[src/rtl/mbist_pkg.sv]
// mbist_pkg: FSM states and the March C- element table shared by the MBIST controller
package mbist_pkg;
  typedef enum logic [2:0] {IDLE, WR, RD, CMP, DONE} state_t;
  typedef struct packed {
    logic up;
    logic rv;
    logic wv;
    logic has_rd;
    logic has_wr;
  } elem_t;
  localparam int NUM_ELEM = 6;
  localparam elem_t [0:7] MARCH = '{
    '{1'b1, 1'b0, 1'b0, 1'b0, 1'b1},
    '{1'b1, 1'b0, 1'b1, 1'b1, 1'b1},
    '{1'b1, 1'b1, 1'b0, 1'b1, 1'b1},
    '{1'b0, 1'b0, 1'b1, 1'b1, 1'b1},
    '{1'b0, 1'b1, 1'b0, 1'b1, 1'b1},
    '{1'b1, 1'b0, 1'b0, 1'b1, 1'b0},
    '0,
    '0
  };
endpackage

[src/rtl/mbist_addr_gen.sv]
// mbist_addr_gen: up/down march address counter with direction-aware load and last-address flag
module mbist_addr_gen #(
  parameter int ADDR_W = 4
) (
  input  logic              clk,
  input  logic              rst,
  input  logic              ld,
  input  logic              ld_up,
  input  logic              step,
  input  logic              up,
  output logic [ADDR_W-1:0] addr,
  output logic              last
);
  // load the element's start address or walk one step in its direction
  always_ff @(posedge clk) begin
    if (rst) addr <= '0;
    else if (ld) addr <= ld_up ? '0 : '1;
    else if (step) addr <= up ? addr + ADDR_W'(1) : addr - ADDR_W'(1);
  end
  assign last = up ? &addr : ~|addr;
endmodule

[src/rtl/mbist_ctrl.sv]
// mbist_ctrl: March C- SRAM BIST controller with duration limit; MBIST_FAULT_INJ_EN adds compare-side fault injection
module mbist_ctrl
  import mbist_pkg::*;
#(
  parameter int ADDR_W = 4,
  parameter int DATA_W = 8,
  parameter int DUR_W  = 16
) (
  input  logic              clk,
  input  logic              rst,
  input  logic              start,
  input  logic [DUR_W-1:0]  dur_limit,
  output logic              busy,
  output logic              done,
  output logic              pass,
  output logic              timeout,
  output logic [ADDR_W-1:0] fail_addr,
  output logic [2:0]        fail_elem,
  output logic              mem_en,
  output logic              mem_we,
  output logic [ADDR_W-1:0] mem_addr,
  output logic [DATA_W-1:0] mem_wdata,
  input  logic [DATA_W-1:0] mem_rdata
`ifdef MBIST_FAULT_INJ_EN
  ,
  input  logic              fi_en,
  input  logic [ADDR_W-1:0] fi_addr,
  input  logic [DATA_W-1:0] fi_mask
`endif
);
  state_t state, state_nx;
  logic [2:0] elem, elem_nx;
  logic [DUR_W-1:0] cyc_cnt, lim;
  logic [DATA_W-1:0] cmp_data;
  logic last, ld, step, accept, fin, tmo, bad, adv;
`ifdef MBIST_FAULT_INJ_EN
  assign cmp_data = mem_rdata ^ ((fi_en && mem_addr == fi_addr) ? fi_mask : '0);
`else
  assign cmp_data = mem_rdata;
`endif
  assign elem_nx = elem + 3'd1;
  assign busy = state == WR || state == RD || state == CMP;
  assign accept = start && (state == IDLE || state == DONE);
  assign fin = state == CMP && elem == 3'(NUM_ELEM - 1) && last;
  assign adv = last && (state == WR || state == CMP);
  assign tmo = busy && lim != '0 && cyc_cnt == lim - DUR_W'(1) && !fin;
  assign bad = state == CMP && cmp_data != {DATA_W{MARCH[elem].rv}};
  assign mem_we = state == WR || (state == CMP && MARCH[elem].has_wr);
  assign mem_en = mem_we || state == RD;
  assign mem_wdata = mem_we ? {DATA_W{MARCH[elem].wv}} : '0;
  assign ld = accept || (adv && !fin);
  assign step = (state == WR || state == CMP) && !last;
  mbist_addr_gen #(.ADDR_W(ADDR_W)) u_addr (
    .clk   (clk),
    .rst   (rst),
    .ld    (ld),
    .ld_up (accept || MARCH[elem_nx].up),
    .step  (step),
    .up    (MARCH[elem].up),
    .addr  (mem_addr),
    .last  (last)
  );
  // state register
  always_ff @(posedge clk) begin
    if (rst) state <= IDLE;
    else state <= state_nx;
  end
  // march sequencing: abort on mismatch or duration limit, otherwise walk elements
  always_comb begin
    state_nx = state;
    case (state)
      IDLE, DONE: state_nx = start ? WR : state;
      WR:         state_nx = tmo ? DONE : (last && MARCH[elem_nx].has_rd) ? RD : WR;
      RD:         state_nx = tmo ? DONE : CMP;
      CMP:        state_nx = (bad || tmo || fin) ? DONE : (last && !MARCH[elem_nx].has_rd) ? WR : RD;
      default:    state_nx = IDLE;
    endcase
  end
  // run bookkeeping: element index, busy-cycle count, sampled limit and status flags
  always_ff @(posedge clk) begin
    if (rst) {elem, cyc_cnt, lim, done, pass, timeout, fail_addr, fail_elem} <= '0;
    else if (accept) begin
      elem <= '0;
      cyc_cnt <= '0;
      lim <= dur_limit;
      {done, pass, timeout, fail_addr, fail_elem} <= '0;
    end else if (busy) begin
      cyc_cnt <= cyc_cnt + DUR_W'(1);
      if (adv && !fin) elem <= elem_nx;
      if (state_nx == DONE) begin
        done <= 1'b1;
        pass <= !bad && !tmo;
        timeout <= tmo;
      end
      if (bad) begin
        fail_addr <= mem_addr;
        fail_elem <= elem;
      end
    end
  end
endmodule

[config.mk]
export PLATFORM = sky130hd
export DESIGN_NAME = mbist_ctrl
export DESIGN_NICKNAME = d
export VERILOG_FILES = /design/src/rtl/mbist_pkg.sv /design/src/rtl/mbist_addr_gen.sv /design/src/rtl/mbist_ctrl.sv
export SDC_FILE = /design/constraint.sdc
export NUM_CORES = 1
export LEC_CHECK = 0
export ABC_AREA = 1
export CAP_MARGIN = 40
export CORE_UTILIZATION = 50
export CTS_BUF_LIST = sky130_fd_sc_hd__clkbuf_4
export CTS_CLUSTER_SIZE = 16
export DETAILED_ROUTE_END_ITERATION = 10
export DONT_BUFFER_PORTS = 1
export PLACE_DENSITY = 0.71
export REMOVE_ABC_BUFFERS = 1
export SLEW_MARGIN = 10
export SYNTH_ARGS = -nofsm -noshare
export SYNTH_HDL_FRONTEND = slang
export SYNTH_SLANG_ARGS = --single-unit
[constraint.sdc]
create_clock -name clk -period 5.5 [get_ports clk]
set_input_delay 1.1 -clock clk [delete_from_list [all_inputs] [get_ports clk]]
set_output_delay 1.1 -clock clk [all_outputs]
set_load 0.005 [all_outputs]
==> metrics.md <==
| Metric | Value |
|---|---|
| Status | `finished clean` |
| WL per Instance | `12.4 um` |
| Setup TNS | `0 ps` |
| Detailed Place HPWL | `5420 um` |
| DR iter-0 viols | `124` |
| Clock sinks | `52` |
| Area Overhead vs Synth | `3.41%` |
| All-layer global routing usage | `between 20% and 30%` |
| Core area | `approximately 6100 um^2` |
| Average via count per standard cell | `around 5.2` |
| Final net count | `roughly 520` |
| Worst-path clk slew | `roughly 160 ps` |
| P_leak | `about 0.0014 uW` |
| Slew at the pin closest to its max-slew limit | `721 ps` |
| Top_reg_cell synth | `dfxtp_1` |
| Worst skew pair latency | `380 ps` |
| # Max-Cap Violations | `0` |
| I/O Pins | `52` |
| Antenna violations before repair | `0` |
| Pre-CTS setup slack | `2360 ps` |
| # rows | `28` |
| Initial Util | `a little over half` |
| Post-synth EDFFs | `0` |
| Synth Register Bits | `52` |
| CP Data Required Time | `approximately 4400 ps` |
| First-pass DRT Iterations | `4` |
| Die area | `~6800 um^2` |
| Library cells used by synthesis | `38` |
| Max VDD drop | `0.120 mV` |
| Clk_skew | `between 9 and 10 ps` |
| Clock Tree Root | `clkbuf_4` |
| CTS Hold Bufs | `0` |
| H-tree depth | `2` |
| Vias | `roughly 2900` |
| Setup violators final | `0` |
| CTS Buf Count | `5` |
| PwrDens | `around 240 nW/um^2` |
| Critical path class | `reg2out` |
| Syn Area/Cell | `about 6.6 um^2` |
| Startpoint type of the worst setup path | `register` |
| Final period utilization | `58.3%` |
| Die Ht | `between 80 and 90 um` |
| Max-slew violations | `0` |
| Final Hold Vio Count | `0` |
| Post-Synthesis Cell Area | `roughly 3200 um^2` |
| Synthesis Warnings | `0` |
| Fin crit period | `3200 ps` |
| F_max | `about 310 MHz` |
| CP arrival | `between 2000 and 2500 ps` |
| Clk buf depth | `2` |
| PnR worst setup slack | `~2300 ps` |
| RSZ-0062 raised after global routing | `false` |
| Max-Slew Margin vs Limit | `between 50% and 60%` |
| Drt drc | `0` |
| Async S/R FF share, synth | `0%` |
| Setup bufs post-CTS | `0` |
| First-pass GRT wire length | `about 11000 um` |
| Final GP Congestion | `0.888` |
| Hold_ws | `a little over 500 ps` |
| Ratio of cells with drive above 1 in the final layout | `9.75%` |
| Antenna diode count | `0` |
| Worst min-delay path category | `reg2reg` |
| Sequential area share after synthesis | `32.2%` |
| Vias in the first global route | `approximately 2600` |
| Gr ovfl total | `0` |
| # resized after CTS | `0` |
| Worst Path Max Fanout | `8` |
| Largest net degree at the start of global routing | `23` |
| PortBufs | `0` |
| Syn Inst Count | `about 490` |
| CTS tree | `yes` |
| Routed Antenna Nets | `0` |
| CP Capture Type | `primary output` |
| Total length of routed wires | `approximately 7000 um` |
| DIE WIDTH | `between 80 and 90 um` |
[cell usage after synthesis (8+ instances only)]
cell type | count | area share [%]
o21ai_1 | 8 | 1.2
nand3_1 | 22 | 3.4
nand4_1 | 9 | 1.7
nand2_1 | 105 | 12
dfxtp_1 | 52 | 32
nor2_1 | 49 | 5.7
nor2_2 | 8 | 1.5
o21ai_0 | 36 | 5.6
inv_1 | 62 | 7.2
ha_1 | 8 | 3.1
a21oi_1 | 51 | 7.9
xnor2_1 | 9 | 2.4
[state kept, by name, summed over array words and instances (netlist names)]
signal	cells
pass	1
done	1
fail_addr	4
u_addr.addr	4
lim	16
timeout	1
state	3
elem	3
fail_elem	3
cyc_cnt	16
[power by group]
part | switching, uW | leakage (uW) | internal [uW]
sequential | 19.6 | 0.000424 | 392
clock | 128 | 0.0000418 | 97.4
combinational | 108 | 0.000959 | 55.8
[worst max-delay path: stages, from the launching register on]
cell and delay, ps:
dfxtp_1 550, inv_1 220, ha_1 240, nor2_1 100
inv_1 60, o21ai_0 300, nor3_1 80, buf_4 190
[cell type report]
| type | instances | area [um^2] |
|---|---|---|
| Fill cell | 632 | 2720 |
| Clock buffer | 5 | 37.5 |
| Sequential cell | 52 | 1040 |
| Inverter | 69 | 259 |
| Clock inverter | 3 | 46.3 |
| Timing Repair Buffer | 2 | 22.5 |
| Multi-Input combinational cell | 351 | 1840 |
| Tap cell | 75 | 93.8 |
[metrics by stage]
step | instances | cell area (um^2) | utilization (%) | power [uW]
floorplan | 472 | 3140 | - | 549
global placement | 548 | 3240 | 53.5 | 578
detailed placement | 549 | 3260 | 53.8 | 583
CTS | 557 | 3340 | 55.2 | 809
global route | 557 | 3340 | 55.2 | 852
finish | 557 | 3340 | 55.2 | 801
[final timing paths]
kind | cells past startpoint | startpoint | slack, ps | endpoint
worst max-delay path | 7 | elem[0]$_SDFFE_PP0P_ | 2300 | mem_wdata[3]
worst min-delay path | 2 | fail_addr[2]$_SDFFE_PP0P_ | 500 | fail_addr[2]$_SDFFE_PP0P_
worst max register to register | 8 | state[1]$_SDFF_PP0_ | 2960 | cyc_cnt[6]$_SDFFE_PP0P_
worst min register to register | 2 | fail_addr[2]$_SDFFE_PP0P_ | 500 | fail_addr[2]$_SDFFE_PP0P_
[layout by cell type (no fill, tap or decap), drive strengths merged, types with 2 or more instances in the layout]
cell type,n
inv,70
nor2,63
a21oi,52
nand2,111
nand4,9
dfxtp,52
ha,8
nand3,26
nor3,7
nor4,4
o21ai,46
xnor2,9
o21a,2
xor2,6
clkbuf,5
buf,2
[cells by family after synthesis]
| family | after synthesis | synth area share [%] |
|---|---|---|
| AO/OA/AOI/OAI | 102 | 16.7 |
| flip-flops | 52 | 32.2 |
| buffers and inverters | 85 | 10.8 |
| adder cells (fa/ha/maj) | 9 | 3.72 |
| XOR/XNOR | 15 | 4.06 |
| AND/OR/NAND/NOR | 225 | 32.5 |
[per-layer routing]
metal  GRT usage, %  part of all wire [%]
met4           6.67                   1.8
met5              0                     0
met3           4.84                   5.0
met1           27.0                    47
met2           37.5                    47
Note: power is estimated with default switching activity, not from simulation.
